==> src/rtl/unaligned_load_align_ctrl.sv <==
// -----------------------------------------------------------------------------
// unaligned_load_align_ctrl
//
// Purpose:
//   Sequences one unaligned load at a time against a line-granular cache read
//   port. A load whose bytes fit in one line costs one line read. A load that
//   crosses a line boundary costs two line reads: the line holding the first
//   byte, then the next line. Each returned line goes through one shared byte
//   rotator, so the first requested byte lands at byte 0. The two rotated lines
//   are merged, bytes beyond the requested size are zeroed, and the result is
//   presented on a valid/ready output.
//
// Ports:
//   clk, rst        clock (rising edge), asynchronous active-high reset
//   req_*           load request: valid/ready, byte address, size (0 = full line)
//   mem_req_*       line read request: valid/ready, line-aligned address
//   mem_rsp_*       line read response: one-cycle valid pulse plus line data
//   out_*           aligned result: valid/ready, data, flag for a two-line access
//   split_cnt       count of completed two-line loads (optional feature)
//
// Optional feature:
//   Define ALIGN_CTRL_PERF_EN to build a saturating 16-bit counter of completed
//   split loads. Without the macro, split_cnt is tied to zero and no counter
//   flops are built.
// -----------------------------------------------------------------------------
module unaligned_load_align_ctrl #(
  parameter int NUM_BYTES = 16,
  parameter int ADDR_W    = 32,
  parameter int AMT_W     = $clog2(NUM_BYTES)
) (
  input  logic                   clk,
  input  logic                   rst,
  input  logic                   req_valid,
  output logic                   req_ready,
  input  logic [ADDR_W-1:0]      req_addr,
  input  logic [AMT_W:0]         req_size,
  output logic                   mem_req_valid,
  input  logic                   mem_req_ready,
  output logic [ADDR_W-1:0]      mem_req_addr,
  input  logic                   mem_rsp_valid,
  input  logic [NUM_BYTES*8-1:0] mem_rsp_data,
  output logic                   out_valid,
  input  logic                   out_ready,
  output logic [NUM_BYTES*8-1:0] out_data,
  output logic                   out_split,
  output logic [15:0]            split_cnt
);

  localparam int DW = NUM_BYTES * 8;

  localparam logic [2:0] S_IDLE  = 3'd0;
  localparam logic [2:0] S_REQ0  = 3'd1;
  localparam logic [2:0] S_WAIT0 = 3'd2;
  localparam logic [2:0] S_REQ1  = 3'd3;
  localparam logic [2:0] S_WAIT1 = 3'd4;
  localparam logic [2:0] S_MERGE = 3'd5;
  localparam logic [2:0] S_OUT   = 3'd6;

  localparam logic [AMT_W:0]   NB_SZ = (AMT_W+1)'(NUM_BYTES);
  localparam logic [AMT_W+1:0] NB_W2 = (AMT_W+2)'(NUM_BYTES);

  logic [2:0]        state_reg, state_next;
  logic [AMT_W-1:0]  off_reg;
  logic [AMT_W:0]    sz_reg;
  logic              split_reg;
  logic [ADDR_W-1:0] line0_reg, line1_reg;
  logic [DW-1:0]     buf0_reg, buf1_reg;
  logic [DW-1:0]     out_data_reg;
  logic              out_split_reg;

  logic              accept;
  logic              out_fire;
  logic [AMT_W-1:0]  req_off;
  logic [AMT_W:0]    req_sz;
  logic              req_split;
  logic [ADDR_W-1:0] req_line0;
  logic [AMT_W-1:0]  amt;
  logic [DW-1:0]     rot_data;
  logic [DW-1:0]     merged;

  assign accept    = req_valid && req_ready;
  assign out_fire  = out_valid && out_ready;

  // Request decode: byte offset in the line, normalized size and whether the
  // last byte falls into the following line. The sum is formed one bit wider
  // than the size so a full-size load at the last offset cannot overflow.
  assign req_off   = req_addr[AMT_W-1:0];
  assign req_sz    = (req_size == '0) ? NB_SZ : req_size;
  assign req_split = ({2'b00, req_off} + {1'b0, req_sz}) > NB_W2;
  assign req_line0 = {req_addr[ADDR_W-1:AMT_W], {AMT_W{1'b0}}};

  // Rotating left by (NUM_BYTES - off) mod NUM_BYTES moves the byte at the
  // offset to byte 0. Both line responses use the same amount.
  assign amt = '0 - off_reg;

  // Shared rotator: out byte i = in byte (i - amt) mod NUM_BYTES.
  for (genvar gi = 0; gi < NUM_BYTES; gi++) begin : g_rot
    logic [AMT_W-1:0] src;
    assign src = AMT_W'(gi) - amt;
    assign rot_data[gi*8 +: 8] = mem_rsp_data[{src, 3'b000} +: 8];
  end

  // Merge: the first NUM_BYTES-off result bytes come from the first line and
  // the rest from the second. Bytes at or beyond the size read as zero.
  for (genvar gi = 0; gi < NUM_BYTES; gi++) begin : g_merge
    logic take_first;
    logic keep;
    assign take_first = !split_reg ||
                        ((AMT_W+1)'(gi) < (NB_SZ - {1'b0, off_reg}));
    assign keep       = (AMT_W+1)'(gi) < sz_reg;
    assign merged[gi*8 +: 8] = !keep      ? 8'h00 :
                               take_first ? buf0_reg[gi*8 +: 8] :
                                            buf1_reg[gi*8 +: 8];
  end

  always_comb begin
    state_next = state_reg;
    case (state_reg)
      S_IDLE:  if (accept)        state_next = S_REQ0;
      S_REQ0:  if (mem_req_ready) state_next = S_WAIT0;
      S_WAIT0: if (mem_rsp_valid) state_next = split_reg ? S_REQ1 : S_MERGE;
      S_REQ1:  if (mem_req_ready) state_next = S_WAIT1;
      S_WAIT1: if (mem_rsp_valid) state_next = S_MERGE;
      S_MERGE:                    state_next = S_OUT;
      S_OUT:   if (out_fire)      state_next = S_IDLE;
      default:                    state_next = S_IDLE;
    endcase
  end

  always_ff @(posedge clk or posedge rst) begin
    if (rst) begin
      state_reg     <= S_IDLE;
      off_reg       <= '0;
      sz_reg        <= '0;
      split_reg     <= 1'b0;
      line0_reg     <= '0;
      line1_reg     <= '0;
      buf0_reg      <= '0;
      buf1_reg      <= '0;
      out_data_reg  <= '0;
      out_split_reg <= 1'b0;
    end else begin
      state_reg <= state_next;
      if (accept) begin
        off_reg   <= req_off;
        sz_reg    <= req_sz;
        split_reg <= req_split;
        line0_reg <= req_line0;
        line1_reg <= req_line0 + ADDR_W'(NUM_BYTES);
      end
      if (state_reg == S_WAIT0 && mem_rsp_valid) begin
        buf0_reg <= rot_data;
      end
      if (state_reg == S_WAIT1 && mem_rsp_valid) begin
        buf1_reg <= rot_data;
      end
      if (state_reg == S_MERGE) begin
        out_data_reg  <= merged;
        out_split_reg <= split_reg;
      end else if (out_fire) begin
        out_split_reg <= 1'b0;
      end
    end
  end

  always_comb begin
    mem_req_addr = '0;
    case (state_reg)
      S_REQ0:  mem_req_addr = line0_reg;
      S_REQ1:  mem_req_addr = line1_reg;
      default: mem_req_addr = '0;
    endcase
  end

  assign req_ready     = (state_reg == S_IDLE);
  assign mem_req_valid = (state_reg == S_REQ0) || (state_reg == S_REQ1);
  assign out_valid     = (state_reg == S_OUT);
  assign out_data      = out_data_reg;
  assign out_split     = out_split_reg;

`ifdef ALIGN_CTRL_PERF_EN
  logic [15:0] split_cnt_reg;

  always_ff @(posedge clk or posedge rst) begin
    if (rst) begin
      split_cnt_reg <= '0;
    end else if (out_fire && out_split_reg && split_cnt_reg != 16'hFFFF) begin
      split_cnt_reg <= split_cnt_reg + 16'd1;
    end
  end

  assign split_cnt = split_cnt_reg;
`else
  assign split_cnt = '0;
`endif

endmodule

==> config.mk <==
export PLATFORM = sky130hd
export DESIGN_NAME = unaligned_load_align_ctrl
export DESIGN_NICKNAME = d
export VERILOG_FILES = /design/src/rtl/unaligned_load_align_ctrl.sv
export SDC_FILE = /design/constraint.sdc
export NUM_CORES = 1
export LEC_CHECK = 0
export BUFFER_PORTS_ARGS = -buffer_cell sky130_fd_sc_hd__buf_4
export CORE_UTILIZATION = 63
export CTS_CLUSTER_DIAMETER = 100
export CTS_CLUSTER_SIZE = 14
export DETAILED_ROUTE_END_ITERATION = 10
export PLACE_DENSITY = 0.88
export SLEW_MARGIN = 5
export SYNTH_ARGS = -nofsm -noshare
export SYNTH_HDL_FRONTEND = slang
export SYNTH_SLANG_ARGS = --single-unit
export TNS_END_PERCENT = 5
==> constraint.sdc <==
create_clock -name clk -period 27.2 [get_ports clk]
set_input_delay 1.36 -clock clk [delete_from_list [all_inputs] [get_ports clk]]
set_output_delay 1.36 -clock clk [all_outputs]
set_load 0.05 [all_outputs]
==> impl_metrics.py <==
metrics = {
    "yosys": {
        "yosysWarnings": 0,
        "mappedNetlistArea_um2": 26600,
        "synth_top_area_cell": "dfrtp_1",
        "synthTopCellsByArea": "dfrtp_1 43%, mux4_2 14%, mux2i_1 9.0%",
        "netlist_instances": 2558,
        "synthArstFlopShare_pct": 100,
        "yosys-top-cells-count": "591 x nand2_1, 454 x dfrtp_1, 436 x o21ai_0",
        "synth_cell_types": 60,
        "yosys_register_bits": 454,
        "ys.flop_type": "dfrtp_1",
        "avgSynthCellArea_um2": 10.4,
        "synth_edf_count": 0,
        "yosysMostFrequentCell": "nand2_1",
        "ys_seq_area_share_pct": 42.7,
        "synth_top_area_share_pct": 42.7,
    },
    "cts": {
        "post-cts-setup-buffers": 0,
        "tritoncts_num_sinks": 454,
        "path_clk_slew_ns": 0.07,
        "cts_tree": "done",
        "cts.htree.levels": 2,
        "root_buffer": "clkbuf_16",
        "cts_buffers": 38,
        "cts_hold_buf": 0,
        "cts_resized": 0,
        "cts_buffer_depth": 3,
        "clock_latency_ns": 0.59,
    },
    "drt": {
        "viasPerCell": 6.76,
        "dr.pass1.iters": 6,
        "drt-wirelength-per-cell_um": 26.2,
        "drtIter0Drc": 2670,
        "drt.antenna.violating_nets": 0,
        "drt_drc_violations_left": 0,
        "num_vias": 22300,
        "wirelength_um": 86500,
    },
    "layout": {
        "nNetsFinal": 2947,
        "nFillCells": 2767,
        "drive_gt1_share_pct": 26.5,
        "area_growth_pct": 13.8,
    },
    "timing": {
        "setup_tns_ns": 0,
        "max-slew-margin-rel_pct": 11.6,
        "finalSetupViolCount": 0,
        "hold_viol": 0,
        "rsz0062_at_grt": "no",
        "fmax_ghz": 0.183,
        "period_needed_ns": 5.47,
        "slew_viol_final": 0,
        "finalCritPeriodShare_pct": 20.1,
        "fin_worst_skew_ns": 0.0328,
        "tightest_slew_ns": 1.32,
    },
    "status": {
        "status": "finished, final reports clean",
    },
    "global_routing": {
        "grt_max_degree": 225,
        "grt_pass1_vias": 22300,
        "grt-ovfl-total": 0,
        "grt_usage_pct": 40.3,
        "grt_pass1_wl_um": 132000,
        "antenna_found_initial": 5,
    },
    "floorplanning": {
        "initial_core_util_pct": 64.6,
        "die_w_um": 208,
        "row_count": 74,
        "die_y_um": 208,
        "die_area_um2": 43100,
        "io_pins": 351,
        "core_area_um2": 41200,
    },
    "critical_path": {
        "path_max_fanout": 62,
        "crit_type": "flip-flop to flip-flop",
        "end_kind": "flip-flop",
        "cp-start-kind": "flip-flop",
        "cp_data_arrival_time_ns": 5.93,
        "cp.required_ns": 27.66,
    },
    "place": {
        "hpwl_um": 63400,
        "gp_congestion": 0.996,
        "io_buffers": 330,
    },
    "job": {
        "cap_violations": 0,
    },
    "worst_hold_path": {
        "min_path_type": "flip-flop to flip-flop",
    },
}
-- final timing paths --
path | startpoint | endpoint | depth (start not counted) | slack [ns]
worst max-delay path | off_reg[0] | buf1_reg[81] | 11 | 21.73
max in group asynchronous | rst | buf0_reg[46] | 5 | 22.69
worst min-delay path | line0_reg[11] | line0_reg[11] | 2 | 0.47
worst max register to register | off_reg[0] | buf1_reg[81] | 11 | 21.73
worst min register to register | line0_reg[11] | line0_reg[11] | 2 | 0.47
min in group asynchronous | rst | out_data[113] | 2 | 1.04
-- metrics by stage --
stage / setup WS [ns] / cell area (um^2) / std cells / util (%) / hold slack, ns
floorplan: 13.18 / 26700 / 2577 / - / 0.445
global placement: 21.98 / 29200 / 3255 / 70.9 / 0.456
detailed placement: 21.81 / 29200 / 3255 / 70.9 / 0.462
CTS: 21.76 / 30300 / 3299 / 73.5 / 0.479
global route: 21.35 / 30300 / 3299 / 73.5 / 0.499
finish: 21.73 / 30300 / 3300 / 73.5 / 0.475
-- cell type report --
cell class	count	area (um^2)	area share, %
Antenna cell	1	2.50	0.00826
Multi-Input combinational cell	1896	14400	47.6
Tap cell	532	666	2.20
Inverter	14	60.1	0.198
Sequential cell	454	11400	37.5
Clock inverter	2	38.8	0.128
Clock buffer	42	1020	3.36
Timing Repair Buffer	359	2710	8.94
-- cells in the final DEF, fill, tap and decap left out, types with 3 or more instances in the layout --
master     Yosys  layout
a211oi_1      21      20
a21o_1         6       6
a21oi_1        7       7
a21oi_2        4       4
a22oi_1       18      18
and2_1         4       4
and3_1         8       8
buf_4         24     358
clkbuf_16      0      40
conb_1         1      20
dfrtp_1      454     451
ha_1          12      11
inv_1         12      10
mux2_2       126     126
mux2i_1      239     239
mux4_1         3       3
mux4_2       171     171
nand2_1      591     590
nand2b_1       4       4
nand3_1       12      11
nand4_1        8       8
nor2_1        73      73
nor2_2         3       3
nor3_1         9       9
nor4_1         6       5
o211ai_1      33      33
o21ai_0      436     436
o21ai_1        9       9
o31ai_1        3       3
or2_2          4       3
or4_1          3       3
xnor2_1       15      10
xnor2_2        0       5
xor2_1        20      20
-- routing by layer --
metal / vias up / track usage [%] / share of wire (%)
li1: 9548 / - / -
met1: 11000 / 51.3 / 37
met2: 1372 / 63.1 / 46
met3: 368 / 10.4 / 10
met4: 8 / 23.0 / 6.4
met5: - / 0 / 0.069
-- kinds of logic after synthesis --
family	share of synthesized area, %
muxes	29.1
adders and majority gates	0.639
xor gates and xnor gates	1.36
DFF	42.7
AOI/OAI and AO/OA	11.4
and+or+nand+nor	11.1
buffers and inverters	3.75
other	0.0141
-- critical path, stage by stage, from the launching register on --
cell	delay, ns
dfrtp_4	0.91
clkinv_1	0.31
ha_4	0.28
xnor2_2	0.16
buf_4	0.37
inv_2	0.31
ha_1	0.41
or4_1	0.53
a21o_1	0.20
a211oi_4	0.99
mux4_2	0.64
o21ai_0	0.23
Power is not shown: default switching activity piles up to over one toggle a cycle in this logic, so the estimate is an artifact.
